==> src/rtl/hazard_ctrl.sv <==
// +-----------------------------------------------------------------------------+
// | hazard_ctrl : 5-stage pipeline hazard, forwarding, freeze and halt control  |
// | Optional: HAZARD_PERF_EN adds the stall_cycles counter.   Rev 1.0           |
// +-----------------------------------------------------------------------------+
`default_nettype none

module hazard_ctrl #(
  parameter int unsigned TIMEOUT = 16
) (
  input  logic       clk,
  input  logic       rst_n,
  input  logic [4:0] id_rs1,
  input  logic [4:0] id_rs2,
  input  logic       id_uses_rs1,
  input  logic       id_uses_rs2,
  input  logic [4:0] ex_rs1,
  input  logic [4:0] ex_rs2,
  input  logic       ex_valid,
  input  logic       ex_memread,
  input  logic [4:0] ex_rd,
  input  logic       branch_taken,
  input  logic       id_valid,
  input  logic       mem_valid,
  input  logic       wb_valid,
  input  logic [4:0] mem_rd,
  input  logic [4:0] wb_rd,
  input  logic       mem_regwrite,
  input  logic       wb_regwrite,
  input  logic       mem_memread,
  input  logic       mem_memwrite,
  input  logic       dmem_ack,
  input  logic       halt_req,
  output logic       pc_en,
  output logic       ifid_en,
  output logic       idex_en,
  output logic       exmem_en,
  output logic       memwb_en,
  output logic       ifid_flush,
  output logic       idex_flush,
  output logic [1:0] fwd_a,
  output logic [1:0] fwd_b,
  output logic       dmem_req,
  output logic       mem_err,
  output logic       halt_ack
`ifdef HAZARD_PERF_EN
  ,
  output logic [31:0] stall_cycles
`endif
);

  localparam logic [7:0] TIMEOUT_CNT = 8'(TIMEOUT);

  typedef enum logic [1:0] {
    RUN    = 2'd0,
    DRAIN  = 2'd1,
    HALTED = 2'd2
  } state_t;

  state_t     state, state_nxt;
  logic [7:0] wait_cnt;
  logic       mem_access;
  logic       timeout_hit;
  logic       frozen;
  logic       branch;
  logic       load_use;

  // MEM-stage loads are not forwardable from EX/MEM; their data arrives via MEM/WB.
  function automatic logic [1:0] fwd_sel(input logic [4:0] rs);
    if (mem_valid && mem_regwrite && !mem_memread && mem_rd != 5'd0 && mem_rd == rs)
      return 2'b01;
    else if (wb_valid && wb_regwrite && wb_rd != 5'd0 && wb_rd == rs)
      return 2'b10;
    else
      return 2'b00;
  endfunction

  assign fwd_a       = fwd_sel(ex_rs1);
  assign fwd_b       = fwd_sel(ex_rs2);
  assign mem_access  = mem_valid && (mem_memread || mem_memwrite);
  assign dmem_req    = mem_access;
  assign timeout_hit = (wait_cnt == TIMEOUT_CNT);
  assign frozen      = mem_access && !dmem_ack && !timeout_hit;
  assign branch      = ex_valid && branch_taken;
  assign load_use    = ex_valid && ex_memread && ex_rd != 5'd0 &&
                       ((ex_rd == id_rs1 && id_uses_rs1) || (ex_rd == id_rs2 && id_uses_rs2));

  always_comb begin
    pc_en      = 1'b1;
    ifid_en    = 1'b1;
    idex_en    = 1'b1;
    exmem_en   = 1'b1;
    memwb_en   = 1'b1;
    ifid_flush = 1'b0;
    idex_flush = 1'b0;
    if (frozen) begin
      pc_en    = 1'b0;
      ifid_en  = 1'b0;
      idex_en  = 1'b0;
      exmem_en = 1'b0;
      memwb_en = 1'b0;
    end else begin
      if (branch) begin
        ifid_flush = 1'b1;
        idex_flush = 1'b1;
      end else if (load_use) begin
        pc_en      = 1'b0;
        ifid_en    = 1'b0;
        idex_flush = 1'b1;
      end
      // Draining stops fetch and feeds bubbles into ID unless ID is being held.
      if (state == DRAIN) begin
        if (!branch) pc_en = 1'b0;
        if (branch || !load_use) ifid_flush = 1'b1;
      end else if (state == HALTED) begin
        pc_en      = 1'b0;
        ifid_flush = 1'b1;
      end
    end
  end

  always_comb begin
    state_nxt = state;
    case (state)
      RUN:     if (halt_req) state_nxt = DRAIN;
      DRAIN: begin
        if (!halt_req)
          state_nxt = RUN;
        else if (!id_valid && !ex_valid && !mem_valid && !wb_valid)
          state_nxt = HALTED;
      end
      HALTED:  if (!halt_req) state_nxt = RUN;
      default: state_nxt = RUN;
    endcase
  end

  always_ff @(posedge clk) begin
    if (!rst_n) begin
      state    <= RUN;
      wait_cnt <= 8'd0;
      mem_err  <= 1'b0;
      halt_ack <= 1'b0;
    end else begin
      state    <= state_nxt;
      wait_cnt <= frozen ? wait_cnt + 8'd1 : 8'd0;
      halt_ack <= (state_nxt == HALTED);
      if (timeout_hit) mem_err <= 1'b1;
    end
  end

`ifdef HAZARD_PERF_EN
  always_ff @(posedge clk) begin
    if (!rst_n)
      stall_cycles <= 32'd0;
    else if (state == RUN && !pc_en)
      stall_cycles <= stall_cycles + 32'd1;
  end
`endif

endmodule

`default_nettype wire

==> config.mk <==
export PLATFORM = sky130hd
export DESIGN_NAME = hazard_ctrl
export DESIGN_NICKNAME = d
export VERILOG_FILES = /design/src/rtl/hazard_ctrl.sv
export SDC_FILE = /design/constraint.sdc
export NUM_CORES = 1
export LEC_CHECK = 0
export ABC_AREA = 1
export ABC_CLOCK_PERIOD_IN_PS = 2600
export CAP_MARGIN = 40
export CORE_UTILIZATION = 41
export DETAILED_ROUTE_END_ITERATION = 6
export PLACE_DENSITY_LB_ADDON = 0.25
export SYNTH_ARGS = -nofsm -noshare
export SYNTH_HDL_FRONTEND = slang
export SYNTH_SLANG_ARGS = --single-unit
==> constraint.sdc <==
create_clock -name clk -period 2.6 [get_ports clk]
set_input_delay 0.65 -clock clk [delete_from_list [all_inputs] [get_ports clk]]
set_output_delay 0.65 -clock clk [all_outputs]
set_load 0.01 [all_outputs]
==> parameters.txt, run 1 <==
Parameter                              Value

Placement
  Total placed instance area    1881 um2
  Number of I/O port buffers    64
  Weighted congestion reported at the end of routability-driven placement    slightly above 0.8
  Placement Setup Slack    -422.8 ps
  DPL Wire Length    2629 um

Global route
  Wire length of the first global-routing pass    4823 um
  Vias in the first global route    between 1000 and 1500
  Largest net degree at the start of global routing    9
  Total routing resource utilization after global routing    0.2281
  Aggregate global routing overflow    0
  Number of antenna violations at the first check in global routing    0

Final layout
  Most frequent cells in the layout    nand2_1 (42), inv_1 (25), clkdlybuf4s50_1 (23), nor2_1 (21), dlymetal6s2s_1 (18)
  Area taken by multi-input logic gates    777.0 um2
  Sequential cell area    around 240 um2
  Layout cell share with drive strength beyond 1    0.1984
  Number of nets in the layout    roughly 310
  Most frequent standard cell in the layout excluding fill and tap cells    nand2_1
  Final antenna diode count    0
  # fillers    221
  Final instance area    1918 um2
  Post-synthesis to final-layout area growth    71.28%

Logic synthesis
  Total standard cell area after synthesis    1120 um2
  Count of unique library cells instantiated by Yosys    25
  Yosys warns    0
  Biggest area contributors in the synthesized netlist    dfxtp_1 (21%), nand2_1 (14%), xnor2_1 (10%), inv_1 (9.4%), nor2_1 (7.7%)
  Post-synthesis cell count    179
  Top-area cell type share of the netlist area    0.2145
  Avg Inst Size Synth    6.256 um2
  Biggest area consumer among synthesized cells    dfxtp_1
  Synth Net Count    about 230
  Number of synthesized register bits    12
  Share of synthesized area occupied by flip-flops and latches    0.2145

Power
  Lkg Pwr    1.029 nW
  Worst voltage drop across the vdd grid    0.3869 mV
  Total power    494.1 uW
  Power density over the cells    257.6 nW/um2

Worst setup path
  Startpoint class of the critical path    input pin
  Worst endpoint data arrival time    1870 ps
  Type of the worst setup path    in -> out
  Ordered cell list for the critical path    clkdlybuf4s50_1, xnor2_1, nand4_1, nor3_2, clkdlybuf4s15_1
  Type of element capturing the critical path    output port
  Peak per-stage delay on the critical path    490 ps
  CP Max Fanout    2
  Crit-path slowest cell    clkdlybuf4s50_1
  Number of cell instances on the worst register-to-register path    10
  CP required    ~2000 ps

Timing
  Achievable clock frequency    396.2 MHz
  Setup repair after global routing missed its margin    no
  Worst Tran Pin Value    around 370 ps
  Total negative slack    0 ps
  Max_slew headroom    0.7485
  Least setup slack across all paths after layout    75.97 ps
  Max Transition Viols Final    0
  Count of final setup violators    0
  Final Hold Vio Count    0
  Post-layout minimum cycle time    approximately 2500 ps
  Final period utilization    0.9708
  Hold slack final    464.7 ps
  Clock tree skew after final layout    0.4508 ps

Run status
  Outcome    complete, no violations

CTS
  Worst-Skew Late Latency    270 ps
  TritonCTS clock tree    yes
  Worst-path clk slew    ~70 ps
  Post-CTS Hold Fix Bufs    0
  Number of post-CTS setup repair buffers    0
  Number of buffers on the longest clock path    2
  Number of sinks on the clock net    12
  CTS Root Cell    clkbuf_4
  Clock buffers created by TritonCTS    3
  Number of H-tree levels    1

Floorplanning
  Total die area    2944 um2
  Total core area    about 2500 um2
  IO Pins    65
  Cell row count    18
  Die Wd    54.26 um
  Die span in y    approximately 54 um
  Starting density of the core    0.4439

Hold path
  HP Class    reg -> reg
  Instance count along the most critical hold path    1

Drt
  Vias after detailed routing    1328
  Remaining number of nets flagged by the antenna check after routing    0
  Detail-routed via count per cell    4.627
  Count of unresolved DRC violations after routing    0
  Detailed Route Iter0 Violations    11
  Average wire per standard cell    ~11 um
  Total routed wirelength    ~3200 um
  Detailed Routing Iterations Pass 1    4

Run
  Max-cap violations    0
-- metrics by stage --
step | util | instances
floorplan | - | 179
detailed placement | 0.7455 | 284
finish | 0.7604 | 287
global route | 0.7604 | 287
global placement | 0.7455 | 284
CTS | 0.7440 | 287
-- cell type report --
class | count | area share
well taps | 30 | 0.01957
clock buffers | 3 | 0.01174
inverters | 32 | 0.06393
repair buffers | 77 | 0.3744
multi-input cells | 133 | 0.4051
flip-flops and latches | 12 | 0.1252
-- cell families (layout without fill, tap and decap cells) --
logic type | after synthesis | count (layout) | synth area share
buffers and inverters | 34 | 112 | 0.1229
AOI/OAI and AO/OA | 14 | 14 | 0.08268
DFF | 12 | 12 | 0.2145
and+or+nand+nor | 96 | 96 | 0.3933
xor gates and xnor gates | 21 | 21 | 0.1642
adders and majority gates | 2 | 2 | 0.02234
-- worst paths after layout --
path,startpoint,endpoint,slack (ps)
max reg2reg,wait_cnt[0]$_SDFF_PN0_,wait_cnt[0]$_SDFF_PN0_,1220
min,state[1]$_SDFF_PN0_,state[0]$_SDFF_PN0_,460
max,ex_rs1[3],fwd_a[0],80
min reg2reg,state[1]$_SDFF_PN0_,state[0]$_SDFF_PN0_,460
-- report_power, final --
group	internal [mW]	total [mW]	switching (mW)
sequential	0.185	0.187	0.00166
combinational	0.113	0.197	0.0844
clock	0.0536	0.110	0.0565
-- critical path: cells and delay by family --
family / cells / cell delay, ps
simple gates: 2 / 350
xor+xnor: 1 / 120
buf+inv: 2 / 750
-- what timing repair did --
item / 4_1_cts / 5_1_grt
hold endpoints to repair: 0 / 0
pin swaps: 3 / 15
resized for setup: 44 / 35
endpoints found under the setup margin: 11 / 12
-- per-layer routing --
metal | routed length (um) | vias to the layer above | global-route usage
li1 | - | 718 | -
met1 | 1383 | 566 | 0.2508
met2 | 1574 | 40 | 0.4309
met3 | 171 | 4 | 0.05556
met4 | 56 | 0 | 0.05556
met5 | 0 | - | 0
-- state kept, by name (all words and copies together) (netlist names) --
name      count
mem_err       1
wait_cnt      8
state         2
halt_ack      1
-- cell usage after synthesis (all sizes together) --
master and count:
or2 1, nor3 7, nand4 10, inv 32, xnor2 13, nand3 8
dfxtp 12, ha 2, a211oi 1, xor2 8, o21a 1, o31ai 1
nor2 25, nor4 1, buf 2, o21ai 3, a21oi 8, nand2 44
Power figures use the tool's default switching activity.
==> inputs of run 2 (changes only) <==
RECOVER_POWER = 100   (was default)
==> run 2 against run 1 <==
  * Core utilization fell by 0.89 points
  * Clock skew is 1.0 ps higher
  * First-iteration DRC count up 9.1%
  * Combinational power is essentially flat
  * Sequential cell count unchanged
  * Sequential power barely moved
  * Largest power group unchanged
  * Sequential share of layout area increased by 0.15 points
  * Count of clock-buffer cells in the layout unchanged
  * Critical path depth unchanged
  * Via count barely moved
  * Final cell count unchanged
  * Setup slack about the same
==> parameters.txt, run 2 (synthesized netlist as in run 1, its figures left out) <==
Parameter                              Value

Run status
  Outcome    complete, no violations (unchanged)

Floorplanning
  Die Wd    54.26 um (unchanged)
  Total die area    2944 um2 (unchanged)
  Total core area    2522 um2 (unchanged)
  Cell row count    18 (unchanged)
  IO Pins    65 (unchanged)
  Starting density of the core    0.4439 (unchanged)
  Die span in y    54.26 um (unchanged)

CTS
  TritonCTS clock tree    yes (unchanged)
  Number of buffers on the longest clock path    2 (unchanged)
  Clock buffers created by TritonCTS    3 (unchanged)
  Worst-Skew Late Latency    270 ps (about the same)
  CTS Root Cell    clkbuf_4 (unchanged)
  Number of H-tree levels    1 (unchanged)
  Number of sinks on the clock net    12 (unchanged)
  Worst-path clk slew    70 ps (about the same)
  Post-CTS Hold Fix Bufs    0 (unchanged)

Final layout
  # fillers    229 (was 221)
  Most frequent cells in the layout    nand2_1 (43), inv_1 (25), nor2_1 (21), clkdlybuf4s50_1 (19), dlymetal6s2s_1 (17) (was nand2_1 (42), inv_1 (25), clkdlybuf4s50_1 (23), nor2_1 (21), dlymetal6s2s_1 (18))
  Layout cell share with drive strength beyond 1    0.1712 (was 0.1984)
  Largest registers in the final layout    wait_cnt (8), state (2) (unchanged)
  Final antenna diode count    0 (unchanged)
  Register containing the most flip-flops in the final layout    wait_cnt (unchanged)
  Final instance area    1896 um2 (was 1918 um2)
  Sequential cell area    240.2 um2 (unchanged)
  Number of nets in the layout    312 (unchanged)
  Most frequent standard cell in the layout excluding fill and tap cells    nand2_1 (unchanged)
  Area taken by multi-input logic gates    762.0 um2 (was 777.0 um2)
  Post-synthesis to final-layout area growth    69.27% (was 71.28%)
  Largest register FFs    8 (unchanged)

Worst setup path
  Worst r2r src    wait_cnt[0]$_SDFF_PN0_ (unchanged)
  Type of the worst setup path    in -> out (unchanged)
  Crit Reg-Reg Endpoint    wait_cnt[4]$_SDFF_PN0_ (was wait_cnt[0]$_SDFF_PN0_)
  CP required    1950 ps (about the same)
  Type of element capturing the critical path    output port (unchanged)
  CP Max Fanout    2 (unchanged)
  Capturing element of the worst setup path    fwd_a[0] (unchanged)
  Flop2flop setup slack    1060 ps (was 1220 ps)
  Worst endpoint data arrival time    1870 ps (about the same)
  Critical Path Start    ex_rs1[3] (unchanged)
  Startpoint class of the critical path    input pin (unchanged)
  Number of cell instances on the worst register-to-register path    10 (unchanged)

Drt
  Total routed wirelength    3183 um (was 3185 um)
  Remaining number of nets flagged by the antenna check after routing    0 (unchanged)
  Detailed Routing Iterations Pass 1    4 (unchanged)
  Count of unresolved DRC violations after routing    0 (unchanged)
  Vias after detailed routing    1327 (was 1328)
  Average wire per standard cell    11.09 um (was 11.10 um)
  Detail-routed via count per cell    4.624 (was 4.627)
  Detailed Route Iter0 Violations    12 (was 11)

Placement
  Total placed instance area    1881 um2 (unchanged)
  Number of I/O port buffers    64 (unchanged)
  Weighted congestion reported at the end of routability-driven placement    0.8313 (unchanged)
  Placement Setup Slack    -422.8 ps (unchanged)
  DPL Wire Length    2629 um (unchanged)

Timing
  Count of final setup violators    0 (unchanged)
  Final Hold Vio Count    0 (unchanged)
  Total negative slack    0 ps (unchanged)
  Max_slew headroom    0.7521 (was 0.7485)
  Worst Tran Pin Value    368.4 ps (was 373.8 ps)
  Final period utilization    0.9708 (about the same)
  Achievable clock frequency    396.2 MHz (unchanged)
  Least setup slack across all paths after layout    75.97 ps (about the same)
  Max Transition Viols Final    0 (unchanged)
  Clock tree skew after final layout    1.474 ps (was 0.4508 ps)
  Setup repair after global routing missed its margin    no (unchanged)
  Post-layout minimum cycle time    2524 ps (about the same)

Global route
  Aggregate global routing overflow    0 (unchanged)
  Met3 capacity usage during global routing    0.05556 (unchanged)
  Number of antenna violations at the first check in global routing    0 (unchanged)
  Vias in the first global route    1209 (unchanged)
  Grt peak-use layer    met2 (unchanged)
  Global-route met2 utilization    0.4309 (unchanged)
  Largest net degree at the start of global routing    9 (unchanged)
  Total routing resource utilization after global routing    0.2281 (unchanged)
  Met1 routing resource usage after global routing    0.2508 (unchanged)
  Wire length of the first global-routing pass    4823 um (unchanged)

Power
  Power density over the cells    260.0 nW/um2 (was 257.6 nW/um2)
  Worst voltage drop across the vdd grid    0.3890 mV (was 0.3869 mV)
  Lkg Pwr    1.005 nW (was 1.029 nW)

Hold path
  Hold Startpoint    state[1]$_SDFF_PN0_ (unchanged)
  HP Class    reg -> reg (unchanged)

Run
  Max-cap violations    0 (unchanged)
[run 2: cell types whose count changed in the layout (fill, tap and decap cells not counted), moves of 2 or more]
cell and change:
a21oi_1 +2, clkbuf_1 +4, clkdlybuf4s50_1 -4, a21oi_2 -2, dlygate4sd3_1 +4, buf_2 -4
[run 2: report_power, final]
group | internal, mW | leakage, nW | switching [mW]
registers | 0.185 | 0.0970 | 0.00164
logic | 0.111 | 0.895 | 0.0837
clock network | 0.0536 | 0.0138 | 0.0579
[run 2: cell type report]
class	instances	share of cell area
Clock buffer	3	0.01188
Sequential cell	12	0.1267
Timing Repair Buffer	77	0.3749
Tap cell	30	0.01980
Multi-Input combinational cell	133	0.4020
Inverter	32	0.06469
[run 2: worst min-delay path by stage]
stage	end	slack, ps	cells after the start
after floorplan	state[0]$_SDFF_PN0_	420	1
after global placement	state[0]$_SDFF_PN0_	440	1
after detailed placement	state[0]$_SDFF_PN0_	450	1
after CTS	state[0]$_SDFF_PN0_	460	1
after global routing	state[0]$_SDFF_PN0_	480	1
final	state[0]$_SDFF_PN0_	460	1
[run 2: timing repair]
action / 4_1_cts / 5_1_grt
setup endpoints to repair: 11 / 12
buffers inserted: 0 / 0
gates resized for setup: 44 / 35
pin swaps: 3 / 15
[run 2: per-stage QoR]
step	util	total power, mW	hold WS, ps	instances
after detailed placement	0.7455	0.3990	451.1	284
after global placement	0.7455	0.3969	435.3	284
after CTS	0.7440	0.4964	464.6	287
after floorplan	-	0.2656	422.0	179
final	0.7515	0.4929	464.9	287
after global routing	0.7515	0.5255	483.2	287
[run 2: worst max-delay path, cell delays in order]
cell,delay (ps)
clkdlybuf4s50_1,490
xnor2_1,120
nand4_1,130
nor3_2,220
clkdlybuf4s15_1,260
[run 2: per-layer routing]
metal	vias up	part of all wire
met1	568	0.43
met3	4	0.055
met4	0	0.018
met5	-	0
li1	715	-
met2	40	0.50
